==> config.mk <==
export PLATFORM = sky130hd
export DESIGN_NAME = periph_timer_bus
export DESIGN_NICKNAME = d
export VERILOG_FILES = /design/src/rtl/periph_timer_bus.sv
export SDC_FILE = /design/constraint.sdc
export NUM_CORES = 1
export LEC_CHECK = 0
export BUFFER_PORTS_ARGS = -buffer_cell sky130_fd_sc_hd__buf_2
export CAP_MARGIN = 0
export CORE_MARGIN = 5
export CORE_UTILIZATION = 35
export CTS_CLUSTER_DIAMETER = 30
export DETAILED_ROUTE_END_ITERATION = 10
export GPL_TIMING_DRIVEN = 1
export PLACE_DENSITY = 0.59
export SLEW_MARGIN = 10
export SYNTH_ARGS = -nofsm -noshare
export SYNTH_HDL_FRONTEND = slang
export SYNTH_SLANG_ARGS = --single-unit
==> constraint.sdc <==
create_clock -name clk -period 2 [get_ports clk]
set_clock_uncertainty 0.1 [all_clocks]
set_input_delay 0.2 -clock clk [delete_from_list [all_inputs] [get_ports clk]]
set_output_delay 0.2 -clock clk [all_outputs]
set_load 0.01 [all_outputs]
==> src/rtl/periph_timer_bus.sv <==
// periph_timer_bus: timer/LED/switch/digi/systick I/O window; `SWITCH_SYNC_EN adds a 2-flop switch synchronizer
module periph_timer_bus #(
  parameter logic [31:0] BASE_ADDR = 32'h4000_0000
) (
  input  logic        clk,
  input  logic        reset_b,
  input  logic        rd,
  input  logic        wr,
  input  logic [31:0] addr,
  input  logic [31:0] wdata,
  output logic [31:0] rdata,
  input  logic [7:0]  switch,
  output logic [7:0]  led,
  output logic [11:0] digi,
  output logic        irqout
);
  typedef enum logic {IDLE, COUNT} state_t;
  state_t state, state_d;
  logic [31:0] th, tl, tl_d, systick;
  logic [2:0]  tcon, tcon_d;
  logic [7:0]  sw;
  logic        hit, we;
  logic [2:0]  sel;
  logic        unused_addr;
  assign hit = addr[31:5] == BASE_ADDR[31:5];
  assign sel = addr[4:2];
  assign we = wr & hit;
  assign irqout = tcon[2];
  assign unused_addr = ^addr[1:0];
`ifdef SWITCH_SYNC_EN
  logic [7:0] sw_meta;
  always_ff @(posedge clk or negedge reset_b)
    if (!reset_b) {sw, sw_meta} <= '0;
    else {sw, sw_meta} <= {sw_meta, switch};
`else
  assign sw = switch;
`endif
  // CPU writes are applied last so they override increment, reload and irq set
  always_comb begin
    tl_d = tl;
    tcon_d = tcon;
    if (state == COUNT) begin
      tl_d = &tl ? th : tl + 32'd1;
      tcon_d[2] = tcon[2] | (&tl & tcon[1]);
    end
    if (we && sel == 3'd1) tl_d = wdata;
    if (we && sel == 3'd2) tcon_d = wdata[2:0];
    state_d = tcon_d[0] ? COUNT : IDLE;
  end
  always_ff @(posedge clk or negedge reset_b)
    if (!reset_b) begin
      state <= IDLE;
      th <= '0;
      tl <= '0;
      tcon <= '0;
      led <= '0;
      digi <= '0;
      systick <= '0;
    end else begin
      state <= state_d;
      tl <= tl_d;
      tcon <= tcon_d;
      systick <= systick + 32'd1;
      if (we && sel == 3'd0) th <= wdata;
      if (we && sel == 3'd3) led <= wdata[7:0];
      if (we && sel == 3'd5) digi <= wdata[11:0];
    end
  always_comb begin
    rdata = '0;
    if (rd && hit)
      case (sel)
        3'd0: rdata = th;
        3'd1: rdata = tl;
        3'd2: rdata = {29'd0, tcon};
        3'd3: rdata = {24'd0, led};
        3'd4: rdata = {24'd0, sw};
        3'd5: rdata = {20'd0, digi};
        3'd6: rdata = systick;
        default: rdata = '0;
      endcase
  end
endmodule

## Yosys cells after proc, flatten, opt, wreduce, memory -nomap -nowiden

Cells that the tools add are included.

| storage, ports and cells | value |
|---|---|
| flip-flop bits (word level) | 120 |
| output and inout port bits | 53 |
| logic and storage cells | 39 |

| cells by class | value |
|---|---|
| add/sub/neg operators | 2 |
| equality and inequality tests | 7 |
| mux-type cells | 8 |
| bitwise gates (word level) | 3 |
| reductions and logical operators | 10 |

Operators with widths:

| cell | count |
|---|---|
| 32-bit case mux with 7 select lines | 1 |
| 32-bit two-way mux | 4 |
| 32-bit by 1-bit adder with 32-bit output (second input constant) | 2 |
| 32-bit AND reduction | 1 |
| 27-bit by 26-bit equality test with 1-bit output (second input constant) | 1 |
| 3-bit equality test (second input constant) | 3 |
| 3-bit by 2-bit equality test with 1-bit output (second input constant) | 2 |
| 1-bit logical AND | 6 |
| 2-bit nonzero test | 2 |
| 3-bit by 1-bit equality test with 1-bit output (second input constant) | 1 |
| 3-bit zero test | 1 |
| 3-bit two-way mux | 1 |
| 1-bit AND | 2 |
| 1-bit two-way mux | 2 |
| 1-bit OR | 1 |

## Longest topological paths before layout

Gate-level depths: netlist of run 1.

| depth | value |
|---|---|
| depth in word-level cells | 6 |
| gate-level depth with buffers | 8 |

## Worst setup path after synthesis of run 1

Ideal clock, no wire load.

| timing path | value |
|---|---|
| kind | register -> register |
| from | register tl[3] |
| to | register tl[11] |
| data arrival time | 1864 ps |
| required time | 1763 ps |
| slack | -102 ps |
| stages on the path, launching flop included | 9 |
| cells stage by stage | dfrtp_1 > buf_2 > nand3_2 > or4_1 > buf_6 > xnor2_1 > mux2_1 > mux2i_1 > a21oi_1 |

| on the way | value |
|---|---|
| longest elaborated chain between the ends | 4 |

RTL lines:

| what | RTL line | text |
|---|---|---|
| start, declared | 19 | `logic [31:0] th, tl, tl_d, systick;` |
| start signal, assigned | 61 | `tl <= tl_d;` |
| 32-bit by 1-bit adder with 32-bit output / 32-bit AND reduction (equally long branches) | 43 | `tl_d = &tl ? th : tl + 32'd1;` |
| 32-bit two-way mux (*) | 43 |  |
| 32-bit two-way mux (*) | 42 | `if (state == COUNT) begin` |
| 32-bit two-way mux (*) | 46 | `if (we && sel == 3'd1) tl_d = wdata;` |

Every way passes the cells marked *; elsewhere a longest branch is shown, timed or not. The select of a mux whose other input is x is not followed.
A chain may end at the register's enable or synchronous reset.

## Worst setup path in the final report of run 1

| timing path | value |
|---|---|
| from | register tl[0] |
| to | register tl[15] |

Same word-level chain as after synthesis.

==> results.md, run 1 <==
* Row count at 51
* Top-count cell post-synth: dfrtp_1
* Synth Area in XOR/XNOR at about 5.2%
* Rel. slew slack at between 70% and 80%
* Filler cells at ~1800
* Final Cell Area at between 0.01 and 0.015 mm²
* Yosys top cell area share at between 40% and 50%
* Mux contribution to synthesized area at between 10% and 20%
* Clock root buffer: clkbuf_16
* Flops & latches, synth at 119
* Fmax at about 480 MHz
* Initial antenna violation count at 0
* Pre-antenna DRT Iters at 5
* Reg power frac at between 30% and 40%
* Die area at between 0.02 and 0.025 mm²
* Layout cell share with drive strength beyond 1 at between 40 and 50%
* Setup TNS at -0.464 ns
* Max Buffers Root-to-Sink at 2
* Main combinational cell family by area after synthesis: simple AND/OR/NAND/NOR gates
* H-Tree Depth at 4
* Crit path DAT at 2.33 ns
* Num ports at approximately 130
* Core box area at 0.0196 mm²
* Antenna cells at 0
* Count of cell types in the netlist at 53
* Worst-Margin Slew at between 0.3 and 0.4 ns
* Total number of vias at 6769
* Fraction of registers with async set/reset at 100%
* Yosys top cell by area: dfrtp_1
* Iteration-0 DRC Markers at 367
* Net count, final at roughly 1100
* Initial cell density of the core at roughly 36%
* Worst min-delay path class: in -> async
* Routed vias/inst at around 5.3
* Syn-to-layout area delta at 53.3%
* Critical Path Fanout Max at 6
* Critical Path End Type: flip-flop
* GPL Wtd Cong at just over 0.8
* Run status: finished, violations left
* Startpoint Class: flip-flop
* Max-cap viol count at 0
* Sequential element share of the synthesized area at between 40% and 50%
* Top cells by count, synth: dfrtp_1, nor2_1, mux2_2
* # DRC at 0
* Simple-gate share of the synthesized area at between 10% and 20%
* Synth top area cells: dfrtp_1, mux2_2, mux2_1
* Fin. Hold Viols at 0
* RSZ-0062 raised after global routing: yes
* Avg Synthesized Cell Area at approximately 9.7 µm²
* Die X at ~150 µm
* Vias in the first global route at 6782
* RR Startpoint: tl[0]
* Clk_lat worst skew at between 0.4 and 0.5 ns
* Post-DP HPWL at roughly 17 mm
* Routed length per instance at approximately 19 µm
* Net count after synthesis at around 800
* Worst hold slack at 0.124 ns
* EDFF count, synth at 0
* Detailed Route WL at about 24 mm
* Pwr/cell area at 568 mW/mm²
* CTS tree: built
* DP Area at ~0.009 mm²
* Fin crit period at between 2 and 2.5 ns
* Final worst slack at -0.0881 ns
* Synth Area in Compound Gates at 12.9%
* Largest net degree at the start of global routing at 44
* Peak VDD IR at between 0.0004 and 0.0005 V
* Cell area after synthesis at about 0.007 mm²
* Count of clock tree sinks at roughly 120
* NetSw at 1.38 mW
* Synth Flop Type: dfrtp_1
* Antenna Nets Post-Route at 0
* Worst setup startpoint: tl[0]
* Clk pwr share at around 53%
* YS warnings at 0
* Sw frac at a little under a quarter
* Tcrit/Tclk final at 104%
* CP required at 2.24 ns
* Final slew viol count at 0
* Logic pwr share at roughly 7.3%
* Cts bufs inserted at 17
* Leakage power at a little under 5 nW
* Cells after Synth at 720
* Setup Viol. Count Final at 15
* Gr ovfl total at 0
* Clock transition at path regs at approximately 0.060 ns
* Failing checks: setup timing
* First-pass GRT wire length at ~36 mm
* Adder-Cell Fraction of Synth Area at less than 1%
* Critical path class: reg -> reg
* Die Ht at 152 µm
* Int Pwr at between 4 and 5 mW
* GRT Resource Usage Total at roughly 21%
* Port Buf Inserts at 126
==> state kept, by name, summed over array words and instances, names as in the netlist <==
register,flops
th,32
led,8
systick,32
digi,12
tcon,3
tl,32
==> placed cells by master, fill, tap and decap left out, types with 27 or more instances in the layout <==
master           n
mux2_2          45
nand2_1         43
nor2_1          61
xnor2_1         30
nand3_1         27
buf_6           34
mux2_1          39
dlygate4sd3_1   33
dfrtp_1        111
buf_4          124
buf_2          108
a21oi_1         37
==> area by class of cell <==
cell class,instances,area [µm²],area share [%]
Sequential cell,119,2990,27.8
Tap cell,265,332,3.08
Timing Repair Buffer,314,2490,23.1
Inverter,13,48.8,0.453
Clock inverter,12,175,1.63
Multi-Input combinational cell,543,4290,39.8
Clock buffer,19,443,4.12
==> layer usage <==
layer	up-vias	wire, µm	global-route usage, %
met4	0	541	6.33
met1	3328	10600	28.0
met2	189	11500	33.9
met3	35	1190	3.42
met5	-	0	0
li1	3217	-	-
==> worst paths after layout <==
kind / end / slack, ns / depth (start not counted)
worst max-delay path: tl[15] / -0.09 / 7
worst min-delay path: systick[0] / 0.12 / 2
worst max register to register: tl[15] / -0.09 / 7
worst min register to register: systick[27] / 0.39 / 1
max in group asynchronous: systick[12] / 1.01 / 3
min in group clk: tcon[2] / 0.26 / 4
==> cells by family (layout without fill, tap and decap cells) <==
group / Yosys count / count (layout)
XOR/XNOR: 42 / 42
AO/OA/AOI/OAI: 140 / 140
flip-flops: 119 / 119
AND/OR/NAND/NOR: 255 / 255
adder cells (fa/ha/maj): 2 / 2
buffers and inverters: 58 / 358
multiplexers: 104 / 104
==> worst max-delay path: stages (launching register included) <==
cell	delay, ns
dfrtp_1	0.38
buf_6	0.14
nand3_4	0.07
or4_4	0.61
or3_4	0.41
nand3_2	0.08
nand3_2	0.08
a21oi_2	0.14
==> power by group through the flow <==
stage,Clock (mW),Combinational [mW],Sequential (mW)
after floorplan,0,0.126,2.45
after global placement,0,0.351,2.45
after detailed placement,0,0.351,2.45
after CTS,3.30,0.416,2.41
after global routing,3.41,0.481,2.41
final,3.26,0.443,2.41
==> per-stage QoR <==
step | total power, mW | setup WS [ns] | utilization (%) | cells
after floorplan | 2.58 | 0.00836 | - | 720
after global placement | 2.80 | -0.195 | 45.9 | 1203
after detailed placement | 2.80 | -0.269 | 45.9 | 1203
after CTS | 6.12 | -0.0669 | 51.6 | 1272
after global routing | 6.29 | -0.166 | 54.9 | 1285
final | 6.11 | -0.0881 | 54.9 | 1285
==> what timing repair did <==
item | in CTS | in global routing
endpoints found under the setup margin | 47 | 65
gates resized for setup | 35 | 115
hold buffers | 33 | 0
hold endpoints to repair | 200 | 0
buffers inserted | 6 | 15
pin swaps | 17 | 59
cloned | 0 | 1
Power figures use the tool's default switching activity.
==> run 2: changes to the inputs <==
--- a/config.mk
+++ b/config.mk
@@ -5,8 +5,10 @@
 export SDC_FILE = /design/constraint.sdc
 export NUM_CORES = 1
 export LEC_CHECK = 0
+export ABC_CLOCK_PERIOD_IN_PS = 2000
 export BUFFER_PORTS_ARGS = -buffer_cell sky130_fd_sc_hd__buf_2
 export CAP_MARGIN = 0
+export CORE_ASPECT_RATIO = 0.75
 export CORE_MARGIN = 5
 export CORE_UTILIZATION = 35
 export CTS_CLUSTER_DIAMETER = 30
==> results.md, run 2 (same netlist as run 1, synthesis figures left out) <==
* Syn-to-layout area delta at 56.2%
* Hold_sp: wdata[5]
* Vias in the first global route at 6850 (+1.0%)
* Filler cells at 1685 (-5.8%)
* Rel. slew slack at 70.3% (-3.0 points)
* Area of the multi-input gates at 0.00432 mm² (+0.85%)
* FF/Latch Area at 0.00299 mm² (about the same)
* Detailed Route WL at 24.8 mm (+4.1%)
* Row count at 44 (-14%)
* DR WL met3 at 1.63 mm (+36%)
* Antenna cells at 0 (unchanged)
* Fin. Hold Viols at 0 (unchanged)
* Met2 wire len at 10.8 mm (-6.5%)
* Clock transition at path regs at 0.06 ns (about the same)
* Die X at 174 µm (+14%)
* CTS tree: built
* Fmax at 473 MHz (-1.3%)
* Antenna Nets Post-Route at 0 (unchanged)
* Sw frac at 22.4% (-0.26 points)
* Clock root buffer: clkbuf_16
* Num ports at 129 (unchanged)
* Port Buf Inserts at 126 (unchanged)
* Max-cap viol count at 0 (unchanged)
* Clk pwr share at 54.1% (+0.8 points)
* H-Tree Depth at 4 (unchanged)
* Routed vias/inst at 5.39 (+2.4%)
* Die Ht at 133 µm (-13%)
* Worst hold slack at 0.0228 ns (-0.101 ns)
* Final worst slack at -0.115 ns (-0.0274 ns)
* Peak VDD IR at 0.000500 V (+4.2%)
* Die area at 0.0230 mm² (+0.13%)
* Logic pwr share at 7.4% (about the same)
* Biggest regs: systick x32, th x32, tl x32
* Place WS at -0.270 ns (-0.000690 ns)
* Total power at 6.26 mW (+2.4%)
* Iteration-0 DRC Markers at 511 (+39%)
* Cell depth of the worst flop-to-flop path at 7 (unchanged)
* WHS Endpoint: th[5]
* Failing checks: setup timing
* Clk_lat worst skew at 0.42 ns (about the same)
* Tcrit/Tclk final at 106% (+1.4 points)
* Hold path cells at 2
* Critical Path Fanout Max at 4 (-2)
* Count of clock tree sinks at 119 (unchanged)
* Critical Path End Type: flip-flop
* GRT Resource Usage Total at 21.1% (+0.44 points)
* Initial antenna violation count at 0 (unchanged)
* Largest net degree at the start of global routing at 54 (+23%)
* Max Buffers Root-to-Sink at 2 (unchanged)
* Worst-Margin Slew at 0.444 ns (+0.0475 ns)
* Reg power frac at 38.5% (-0.9 points)
* Fin crit period at 2.12 ns (+0.0274 ns)
* CP required at 2.20 ns (-0.04 ns)
* Routed length per instance at 19.2 µm (+3.5%)
* Worst min-delay path class: in -> reg
* Commonest non-fill, non-tap cell in the layout: buf_4
* Leakage power at 5.08 nW (+2.8%)
* Initial cell density of the core at 35.9% (+0.085 points)
* Startpoint Class: flip-flop
* Critical path class: reg -> reg
* Most frequent cells in the layout: buf_4, dfrtp_1, buf_2
* RSZ-0062 raised after global routing: yes
* Final slew viol count at 0 (unchanged)
* RR Endpoint: tl[11]
* R2r setup slk at -0.12 ns (-0.03 ns)
* DRT met1 WL at 12.2 mm (+15%)
* NetSw at 1.40 mW (+1.3%)
* Setup Viol. Count Final at 17 (+2)
* Core box area at 0.0195 mm² (-0.24%)
* # DRC at 0 (unchanged)
* Post-DP HPWL at 17.7 mm (+3.2%)
* Gr ovfl total at 0 (unchanged)
* RR Startpoint: tl[0]
* GPL Wtd Cong at 0.872 (+5.8%)
* Run status: finished, violations left
* Net count, final at 1105 (+1.7%)
* Crit path DAT at 2.31 ns (-0.02 ns)
* Int Pwr at 4.86 mW (+2.8%)
* Pre-antenna DRT Iters at 5 (unchanged)
* Layout cell share with drive strength beyond 1 at 46.7% (+1.7 points)
* First-pass GRT wire length at 38.5 mm (+5.6%)
* Cts bufs inserted at 17 (unchanged)
* Pwr/cell area at 571 mW/mm² (+0.52%)
* Total number of vias at 6972 (+3.0%)
* Max layer used: met4
[run 2: layer usage]
layer | track usage, % | vias up
met5 | 0 | -
met4 | 5.27 | 0
met3 | 4.28 | 19
met2 | 30.5 | 260
met1 | 32.0 | 3436
li1 | - | 3257
[run 2: per-stage QoR]
step	utilization, %	std cells	area (µm²)	setup TNS (ns)
after floorplan	-	720	7050	0
after global placement	46.0	1196	8990	-13.19
after detailed placement	46.0	1196	8990	-14.09
after CTS	52.8	1274	10300	-0.536
after global routing	56.1	1293	11000	-3.29
final	56.1	1293	11000	-0.726
[run 2: critical path: stages, from the launching register on]
cell and delay, ns:
dfrtp_2 0.44, nand3_4 0.09, or4_4 0.58, buf_4 0.17
xnor2_1 0.11, mux2_4 0.25, mux2i_1 0.15, a21oi_1 0.08
[run 2: worst max-delay path by stage]
stage               startpoint     end  slack (ns)  cells past startpoint
floorplan                tl[5]  tl[11]       0.008                      8
global placement      addr[15]  th[31]       -0.24                      8
detailed placement     addr[6]  th[21]       -0.27                      8
CTS                      tl[3]  tl[11]       -0.08                      7
global route             tl[8]  tl[21]       -0.18                      6
finish                   tl[0]  tl[11]       -0.12                      7
[run 2: what timing repair did]
action / CTS / global route
setup endpoints to repair: 30 / 90
resized for setup: 46 / 115
gates cloned: 1 / 0
pin swaps: 21 / 69
hold buffers: 32 / 0
buffers inserted: 14 / 21
hold endpoints to repair: 109 / 0
[run 2: area by class of cell]
| type | instances | share of cell area, % |
|---|---|---|
| clock buffer | 19 | 4.04 |
| inverter | 13 | 0.445 |
| sequential | 119 | 27.3 |
| tap | 253 | 2.89 |
| timing repair buffer | 333 | 24.1 |
| multi-input combinational | 543 | 39.4 |
| clock inverter | 13 | 1.85 |
[run 2: power groups by stage]
| stage | Sequential [mW] | Combinational, mW | Clock [mW] |
|---|---|---|---|
| final | 2.41 | 0.463 | 3.38 |
| after global routing | 2.41 | 0.502 | 3.54 |
| after CTS | 2.41 | 0.437 | 3.43 |
| after detailed placement | 2.45 | 0.366 | 0 |
| after global placement | 2.45 | 0.366 | 0 |
| after floorplan | 2.45 | 0.126 | 0 |
